[config.mk]
export PLATFORM = sky130hd
export DESIGN_NAME = caster_dispatcher
export DESIGN_NICKNAME = d
export VERILOG_FILES = /design/src/rtl/caster_pkg.sv /design/src/rtl/operand_slot.sv /design/src/rtl/caster_dispatcher.sv
export SDC_FILE = /design/constraint.sdc
export NUM_CORES = 1
export LEC_CHECK = 0
export BUFFER_PORTS_ARGS = -buffer_cell sky130_fd_sc_hd__buf_2
export CORE_MARGIN = 2
export CORE_UTILIZATION = 52
export CTS_BUF_LIST = sky130_fd_sc_hd__clkbuf_4 sky130_fd_sc_hd__clkbuf_8
export CTS_CLUSTER_SIZE = 12
export DETAILED_ROUTE_END_ITERATION = 10
export GPL_ROUTABILITY_DRIVEN = 0
export HOLD_SLACK_MARGIN = 0.05
export PLACE_DENSITY = 0.87
export RECOVER_POWER = 100
export SLEW_MARGIN = 20
export SYNTH_ARGS = -nofsm -noshare
export SYNTH_HDL_FRONTEND = slang
export SYNTH_SLANG_ARGS = --single-unit
[constraint.sdc]
create_clock -name clk -period 6.55 [get_ports clk]
set_clock_uncertainty 0.2 [all_clocks]
set_input_delay 0.655 -clock clk [delete_from_list [all_inputs] [get_ports clk]]
set_output_delay 0.655 -clock clk [all_outputs]
set_load 0.01 [all_outputs]
[src/rtl/caster_pkg.sv]
// ---------------------------------------------------------------------------
// caster_pkg
//   Shared types and constants for the MultiCaster upstream dispatcher.
//   - disp_state_t : dispatcher FSM states
//   - EN_*         : bit positions of the {psum,fltr,ifmap} caster enable
//   - DATA_WIDTH / NUM_COL : default operand width and caster column count
// ---------------------------------------------------------------------------
package caster_pkg;

   localparam int DATA_WIDTH = 16;
   localparam int NUM_COL    = 4;

   localparam int EN_IFMAP = 0;
   localparam int EN_FLTR  = 1;
   localparam int EN_PSUM  = 2;

   typedef enum logic [2:0] {
      IDLE  = 3'd0,
      LOAD  = 3'd1,
      ISSUE = 3'd2,
      WAIT  = 3'd3,
      DRAIN = 3'd4
   } disp_state_t;

endpackage

[src/rtl/operand_slot.sv]
// ---------------------------------------------------------------------------
// operand_slot
//   One-entry holding register for an operand stream.
//   Ports:
//     clk, rstn      clock / async active-low reset
//     en_i           slot may accept data (dispatcher busy)
//     valid_i        upstream valid
//     data_i         upstream data (W bits)
//     clear_i        empty the slot (operand consumed by the casters)
//     ready_o        upstream ready = empty && en_i
//     full_o         slot holds a valid operand
//     data_o         held operand, always visible
// ---------------------------------------------------------------------------
module operand_slot #(
   parameter int W = 16
) (
   input  logic         clk,
   input  logic         rstn,
   input  logic         en_i,
   input  logic         valid_i,
   input  logic [W-1:0] data_i,
   input  logic         clear_i,
   output logic         ready_o,
   output logic         full_o,
   output logic [W-1:0] data_o
);

   logic         full_q, full_d;
   logic [W-1:0] data_q, data_d;

   assign ready_o = !full_q && en_i;
   assign full_o  = full_q;
   assign data_o  = data_q;

   // clear only ever arrives while the slot is full, so it never collides
   // with a capture; clear is still given priority.
   always_comb begin
      full_d = full_q;
      data_d = data_q;
      if (clear_i) begin
         full_d = 1'b0;
      end else if (valid_i && ready_o) begin
         full_d = 1'b1;
         data_d = data_i;
      end
   end

   always_ff @(posedge clk or negedge rstn) begin
      if (!rstn) begin
         full_q <= 1'b0;
         data_q <= '0;
      end else begin
         full_q <= full_d;
         data_q <= data_d;
      end
   end

endmodule

[src/rtl/caster_dispatcher.sv]
// ---------------------------------------------------------------------------
// caster_dispatcher
//   Gathers one {ifmap, fltr, psum} operand triple from the global buffer,
//   issues it to the MultiCaster, waits for the result and returns the
//   updated psum to the buffer. Repeats for job_len_i ops.
//   Ports:
//     clk, rstn                      clock / async active-low reset
//     job_start_i, job_len_i         job launch (sampled in IDLE only)
//     busy_o, done_o                 job in progress / one-cycle end pulse
//     ifmap_*, fltr_*, psum_*        operand streams in (valid/ready/data)
//     out_valid_o/out_ready_i/out_data_o  psum result stream out
//     caster_en_o                    {psum,fltr,ifmap} enable to casters
//     ifmap_b2m_o/fltr_b2m_o/psum_b2m_o   operand data to casters
//     caster_ready_i, caster_valid_i, psum_m2b_i   caster handshake/result
// ---------------------------------------------------------------------------
module caster_dispatcher
   import caster_pkg::*;
#(
   parameter int DATA_WIDTH = caster_pkg::DATA_WIDTH,
   parameter int NUM_COL    = caster_pkg::NUM_COL,
   parameter int CNT_WIDTH  = 16
) (
   input  logic                    clk,
   input  logic                    rstn,
   input  logic                    job_start_i,
   input  logic [CNT_WIDTH-1:0]    job_len_i,
   output logic                    busy_o,
   output logic                    done_o,
   input  logic                    ifmap_valid_i,
   output logic                    ifmap_ready_o,
   input  logic [DATA_WIDTH-1:0]   ifmap_data_i,
   input  logic                    fltr_valid_i,
   output logic                    fltr_ready_o,
   input  logic [DATA_WIDTH-1:0]   fltr_data_i,
   input  logic                    psum_valid_i,
   output logic                    psum_ready_o,
   input  logic [2*DATA_WIDTH-1:0] psum_data_i,
   output logic                    out_valid_o,
   input  logic                    out_ready_i,
   output logic [2*DATA_WIDTH-1:0] out_data_o,
   output logic [2:0]              caster_en_o,
   output logic [DATA_WIDTH-1:0]   ifmap_b2m_o,
   output logic [DATA_WIDTH-1:0]   fltr_b2m_o,
   output logic [2*DATA_WIDTH-1:0] psum_b2m_o,
   input  logic                    caster_ready_i,
   input  logic                    caster_valid_i,
   input  logic [2*DATA_WIDTH-1:0] psum_m2b_i
);

   // NUM_COL is informational here; the datapath is column-agnostic.
   if (NUM_COL < 1) begin : g_no_cols
   end

   disp_state_t             state_q, state_d;
   logic [CNT_WIDTH-1:0]    rem_q, rem_d;
   logic [2*DATA_WIDTH-1:0] result_q, result_d;
   logic                    done_q, done_d;

   logic slot_en, slot_clr;
   logic ifmap_full, fltr_full, psum_full, all_full;

   assign slot_en  = (state_q != IDLE);
   assign all_full = ifmap_full && fltr_full && psum_full;

   operand_slot #(.W(DATA_WIDTH)) u_ifmap_slot (
      .clk     (clk),
      .rstn    (rstn),
      .en_i    (slot_en),
      .valid_i (ifmap_valid_i),
      .data_i  (ifmap_data_i),
      .clear_i (slot_clr),
      .ready_o (ifmap_ready_o),
      .full_o  (ifmap_full),
      .data_o  (ifmap_b2m_o)
   );

   operand_slot #(.W(DATA_WIDTH)) u_fltr_slot (
      .clk     (clk),
      .rstn    (rstn),
      .en_i    (slot_en),
      .valid_i (fltr_valid_i),
      .data_i  (fltr_data_i),
      .clear_i (slot_clr),
      .ready_o (fltr_ready_o),
      .full_o  (fltr_full),
      .data_o  (fltr_b2m_o)
   );

   operand_slot #(.W(2*DATA_WIDTH)) u_psum_slot (
      .clk     (clk),
      .rstn    (rstn),
      .en_i    (slot_en),
      .valid_i (psum_valid_i),
      .data_i  (psum_data_i),
      .clear_i (slot_clr),
      .ready_o (psum_ready_o),
      .full_o  (psum_full),
      .data_o  (psum_b2m_o)
   );

   always_comb begin
      state_d  = state_q;
      rem_d    = rem_q;
      result_d = result_q;
      done_d   = 1'b0;
      slot_clr = 1'b0;
      case (state_q)
         IDLE: begin
            if (job_start_i) begin
               rem_d = job_len_i;
               if (job_len_i == '0) done_d  = 1'b1;
               else                 state_d = LOAD;
            end
         end
         // full flags are registered, so ISSUE starts the cycle after the
         // last operand lands
         LOAD: begin
            if (all_full) state_d = ISSUE;
         end
         ISSUE: begin
            if (caster_ready_i) begin
               slot_clr = 1'b1;
               state_d  = WAIT;
            end
         end
         WAIT: begin
            if (caster_valid_i) begin
               result_d = psum_m2b_i;
               state_d  = DRAIN;
            end
         end
         DRAIN: begin
            if (out_ready_i) begin
               rem_d = rem_q - 1'b1;
               if (rem_q == CNT_WIDTH'(1)) begin
                  done_d  = 1'b1;
                  state_d = IDLE;
               end else if (all_full) begin
                  // next triple was prefetched during WAIT/DRAIN
                  state_d = ISSUE;
               end else begin
                  state_d = LOAD;
               end
            end
         end
         default: state_d = IDLE;
      endcase
   end

   always_ff @(posedge clk or negedge rstn) begin
      if (!rstn) begin
         state_q  <= IDLE;
         rem_q    <= '0;
         result_q <= '0;
         done_q   <= 1'b0;
      end else begin
         state_q  <= state_d;
         rem_q    <= rem_d;
         result_q <= result_d;
         done_q   <= done_d;
      end
   end

   assign busy_o      = (state_q != IDLE);
   assign done_o      = done_q;
   assign out_valid_o = (state_q == DRAIN);
   assign out_data_o  = result_q;

   always_comb begin
      caster_en_o = 3'b000;
      if (state_q == ISSUE) begin
         caster_en_o[EN_IFMAP] = 1'b1;
         caster_en_o[EN_FLTR]  = 1'b1;
         caster_en_o[EN_PSUM]  = 1'b1;
      end
   end

endmodule
Yosys cells after proc, flatten, opt, wreduce, memory -nomap -nowiden:

Cells that the tools add are included.

* $add $sub $neg: 1
* equal/unequal tests: 11
* muxes and demuxes: 26
* bitwise gates (word level): 1
* reductions and logical operators: 24

Operator list (count)
* 2-to-1 mux 16 bit: 2
* one-hot mux 16 bit (2 select lines): 1
* 2-to-1 mux 3 bit: 7
* equality test 16 x 1 -> 1 bit (second input constant): 1
* logical NOT 16 bit: 1
* subtractor 16 x 1 -> 16 bit (second input constant): 1
* one-hot mux 3 bit (5 select lines): 1
* 2-to-1 mux 1 bit: 12
* inequality test 2 bit (second input constant): 5
* logical AND 1 bit: 8
* AND reduction 2 bit: 4
* nonzero test 2 bit: 4
* equality test 3 x 2 -> 1 bit (second input constant): 2
* AND reduction 6 bit: 1
* 2-to-1 mux 2 bit: 2
* equality test 3 x 1 -> 1 bit (second input constant): 1
* equality test 3 bit (second input constant): 1
* logical NOT 1 bit: 3
* logical NOT 3 bit: 1
* AND reduction 3 bit: 1
* nonzero test 3 bit: 1
* inequality test 2 x 1 -> 1 bit (second input constant): 1
* one-hot mux 1 bit (2 select lines): 1
* NOT 1 bit: 1

* flip-flop bits (word level): 119
* input bits: 121
* output and inout bits: 105
* logic and storage cells: 73

Depth between registers and ports, before layout:

* word-level depth: 6
* depth in mapped cells: 8
* depth with buffers taken out: 7

Cells and area by module:

A second synthesis with hierarchy kept.

* cell total of the unflattened synthesis: 382
* area, all modules: 5313.8 um^2

By module, submodules not included
* caster_dispatcher: times used 1, cells an instance 231, area each 2514.9 um^2, sequential area each 1301.2 um^2
* operand_slot at u_fltr_slot ...: times used 2, cells an instance 39, area each 703.2 um^2, sequential area each 425.4 um^2
* operand_slot at u_psum_slot: times used 1, cells an instance 73, area each 1392.6 um^2, sequential area each 825.8 um^2

Worst setup path after synthesis:

OpenSTA, ideal clock, no wires.

* path kind: register to register
* start point: register rem_q[0]
* end point: register rem_q[14]
* setup time: 0.079 ns
* arrival: 2.087 ns
* required time: 6.271 ns
* setup slack: 4.183 ns
* stages on the path, launching flop included: 9
* buffers on the path: 1
* period minus slack after synthesis: 2.367 ns
* cells stage by stage: dfrtp_1 > inv_1 > ha_1 > or3b_1 > or3_1 > buf_2 > or3b_4 > a21oi_2 > a2bb2oi_1

* cells in the longest elaborated chain, start to end: 3

RTL lines
* start, declared: RTL line caster_dispatcher.sv:55 `logic [CNT_WIDTH-1:0] rem_q, rem_d;`
* start signal, assigned: RTL line caster_dispatcher.sv:158 `rem_q <= rem_d;`
* subtractor 16 x 1 -> 16 bit: RTL line caster_dispatcher.sv:134 `rem_d = rem_q - 1'b1;`
* 2-to-1 mux 16 bit: RTL line caster_dispatcher.sv:133 `if (out_ready_i) begin`
* one-hot mux 16 bit (2 select lines): RTL line caster_dispatcher.sv:107 `case (state_q)`

No other way between the ends. The select of a mux whose other input is x is not followed.
A chain may end at the register's enable or synchronous reset.

==> qor.csv <==
metric,value,unit
arrival,3750,ps
wl_per_cell,17.5,um
cap_viol_max_count,4,
dr_total_vias,4005,
drtIter0Drc,214,
dp_hpwl,9690,um
crit_path_end_kind,asynchronous set/reset pin,
synth_common_cells,"dfrtp_1, mux2_1, mux2_2, a21oi_1, o21ai_0",
slew_viol_final,109,
core_area,9280,um2
cts_buffers,17,
yosys_warnings,0,
layout.area.seq,2980,um2
ioPinCount,226,
hold_viol,0,
drive_gt1_frac,0.327,
timing.critical_path.from_type,input pin,
async_flop_share,1.00,
synthTopCellsByArea,"dfrtp_1, mux2_1, mux2_2",
period_share,0.543,
required,6750,ps
layout_min_cycle_time,3560,ps
hp-class,input pin to register,
irDropWorstVdd,0.223,mV
final_area,6470,um2
setup_viol,0,
path_clk_slew,80,ps
syn_to_final_growth,29.5,%
initial_core_util,0.538,
max_slew_margin,-0.473,
routed_wl,13100,um
violations,"max-capacitance violations, max-slew violations",
crit_type,input pin to asynchronous set/reset pin,
rows,35,
drt-pass1-iter-count,4,
cts-root-buf,clkbuf_8,
syn_avg_cell_area,13.2,um2
route.detailed.drc,0,
p_leak,2.86,nW
syn-instance-count,378,
power_per_cell_area,473,nW/um2
ys_seq_elements,119,
setup_tns,0,ps
clock_sinks,119,
r2r_slack,3230,ps
clk_latency,410,ps
h-tree-depth,4,
fmax,281,MHz
die_y,102,um
fillCellCount,726,
worst_slew_pin_slew,2210,ps
fin_nets,728,
grt_pass1_wl,19500,um
syn-cell-area,4990,um2
synth_top_area_frac,0.596,
via_per_inst,5.35,
grt_pass1_vias,3913,
die_area,10400,um2
path_max_fanout,79,
multiInputGateArea,1900,um2
gr-total-overflow,0,
synth_top_cell_by_area,dfrtp_1,
clock_path_buffers,2,
antenna_found_initial,2,
fp.dieW,102,um
ctsResizeCount,0,
whs,248,ps
synthesis.nets,501,
ant_nets,0,
synth_most_common_cell,dfrtp_1,
cts_tree,done,
status,finished with violations,
gr-usage-all-layers,0.247,
p_total,3.06,mW
synth_edf_count,0,
ys_seq_area_frac,0.596,
synth_top_flop_cell,dfrtp_1,
grt_max_degree,80,
io_buffer_count,225,
synth.lib_cells_used.distinct,43,
dpl-instance-area,6220,um2
rsz0062_at_grt,no,
## worst max-delay path, stage by stage
cell and delay (ps):
dlygate4sd3_1 520, clkbuf_1 1550, buf_4 960
## layout make-up
cell class / count / share of cell area
multi-input cells: 234 / 0.294
repair buffers: 229 / 0.158
flip-flops and latches: 119 / 0.461
diodes: 2 / 0.000774
clock inverters: 14 / 0.0223
inverters: 4 / 0.00232
clock buffers: 18 / 0.0373
well taps: 129 / 0.0250
## repair_timing
action / CTS / global route
hold endpoints to repair: 40 / 0
hold buffers: 1 / 0
buffers inserted: 0 / 0
## kinds of logic (layout without fill, tap and decap cells)
logic type | count (synthesis) | count (layout) | synth area share
multiplexers | 97 | 97 | 0.219
buffers and inverters | 25 | 265 | 0.0220
other | 0 | 2 | 0
adder cells (fa/ha/maj) | 2 | 2 | 0.00501
AND/OR/NAND/NOR | 68 | 68 | 0.0757
flip-flops | 119 | 119 | 0.596
AO/OA/AOI/OAI | 67 | 67 | 0.0824
## routing by layer
metal / up-vias / wire, um / global-route usage
li1: 1843 / - / -
met2: 165 / 6850 / 0.423
met3: 23 / 1080 / 0.0821
met5: - / 0 / 0
met4: 0 / 286 / 0.105
met1: 1974 / 4880 / 0.284
## cell usage in the layout (no fill, tap or decap), types with 3 or more instances in the layout
| cell type | n |
|---|---|
| clkbuf_1 | 107 |
| a2bb2oi_1 | 3 |
| nor3_1 | 7 |
| nor3b_1 | 3 |
| nor2b_1 | 3 |
| nand2_1 | 14 |
| nor4_1 | 8 |
| a22oi_1 | 3 |
| a21oi_1 | 21 |
| or3_1 | 3 |
| inv_1 | 4 |
| inv_6 | 4 |
| dfrtp_1 | 119 |
| and3_1 | 3 |
| buf_2 | 120 |
| mux2_2 | 45 |
| clkinv_4 | 3 |
| o22ai_1 | 4 |
| o21ai_0 | 19 |
| mux2_1 | 52 |
| clkinvlp_4 | 4 |
| nand3_1 | 3 |
| nor2_1 | 13 |
| clkbuf_8 | 17 |
## flip-flops by register name, summed over array words and instances (netlist names)
name,flops
done_o,1
u_psum_slot.data_o,32
rem_q,16
u_psum_slot.full_o,1
u_fltr_slot.full_o,1
u_ifmap_slot.data_o,16
state_q,3
u_ifmap_slot.full_o,1
out_data_o,32
u_fltr_slot.data_o,16
## metrics by stage
step           cells  utilization  setup slack [ps]
6_report         749        0.696              2990
5_1_grt          749        0.696              2420
4_1_cts          747        0.712              3410
3_5_place_dp     714        0.670              3740
3_3_place_gp     714        0.670              3800
2_1_floorplan    378            -              4180
## path summary, 6_finish.rpt
kind / startpoint / end / cells after the start
worst min register to register: u_psum_slot.data_o[3] / u_psum_slot.data_o[3] / 1
worst min-delay path: psum_data_i[21] / u_psum_slot.data_o[21] / 2
min in group asynchronous: rstn / rem_q[3] / 2
max in group clk: state_q[0] / out_valid_o / 4
worst max-delay path: rstn / u_fltr_slot.data_o[0] / 3
worst max register to register: state_q[1] / u_ifmap_slot.data_o[2] / 4
## where the power goes
part / leakage [nW] / switching [mW] / internal, mW
clock: 0.184 / 0.317 / 0.315
sequential: 1.42 / 0.233 / 1.10
combinational: 1.26 / 0.618 / 0.480
total: 2.86 / 1.17 / 1.89
Power figures use the tool's default switching activity.
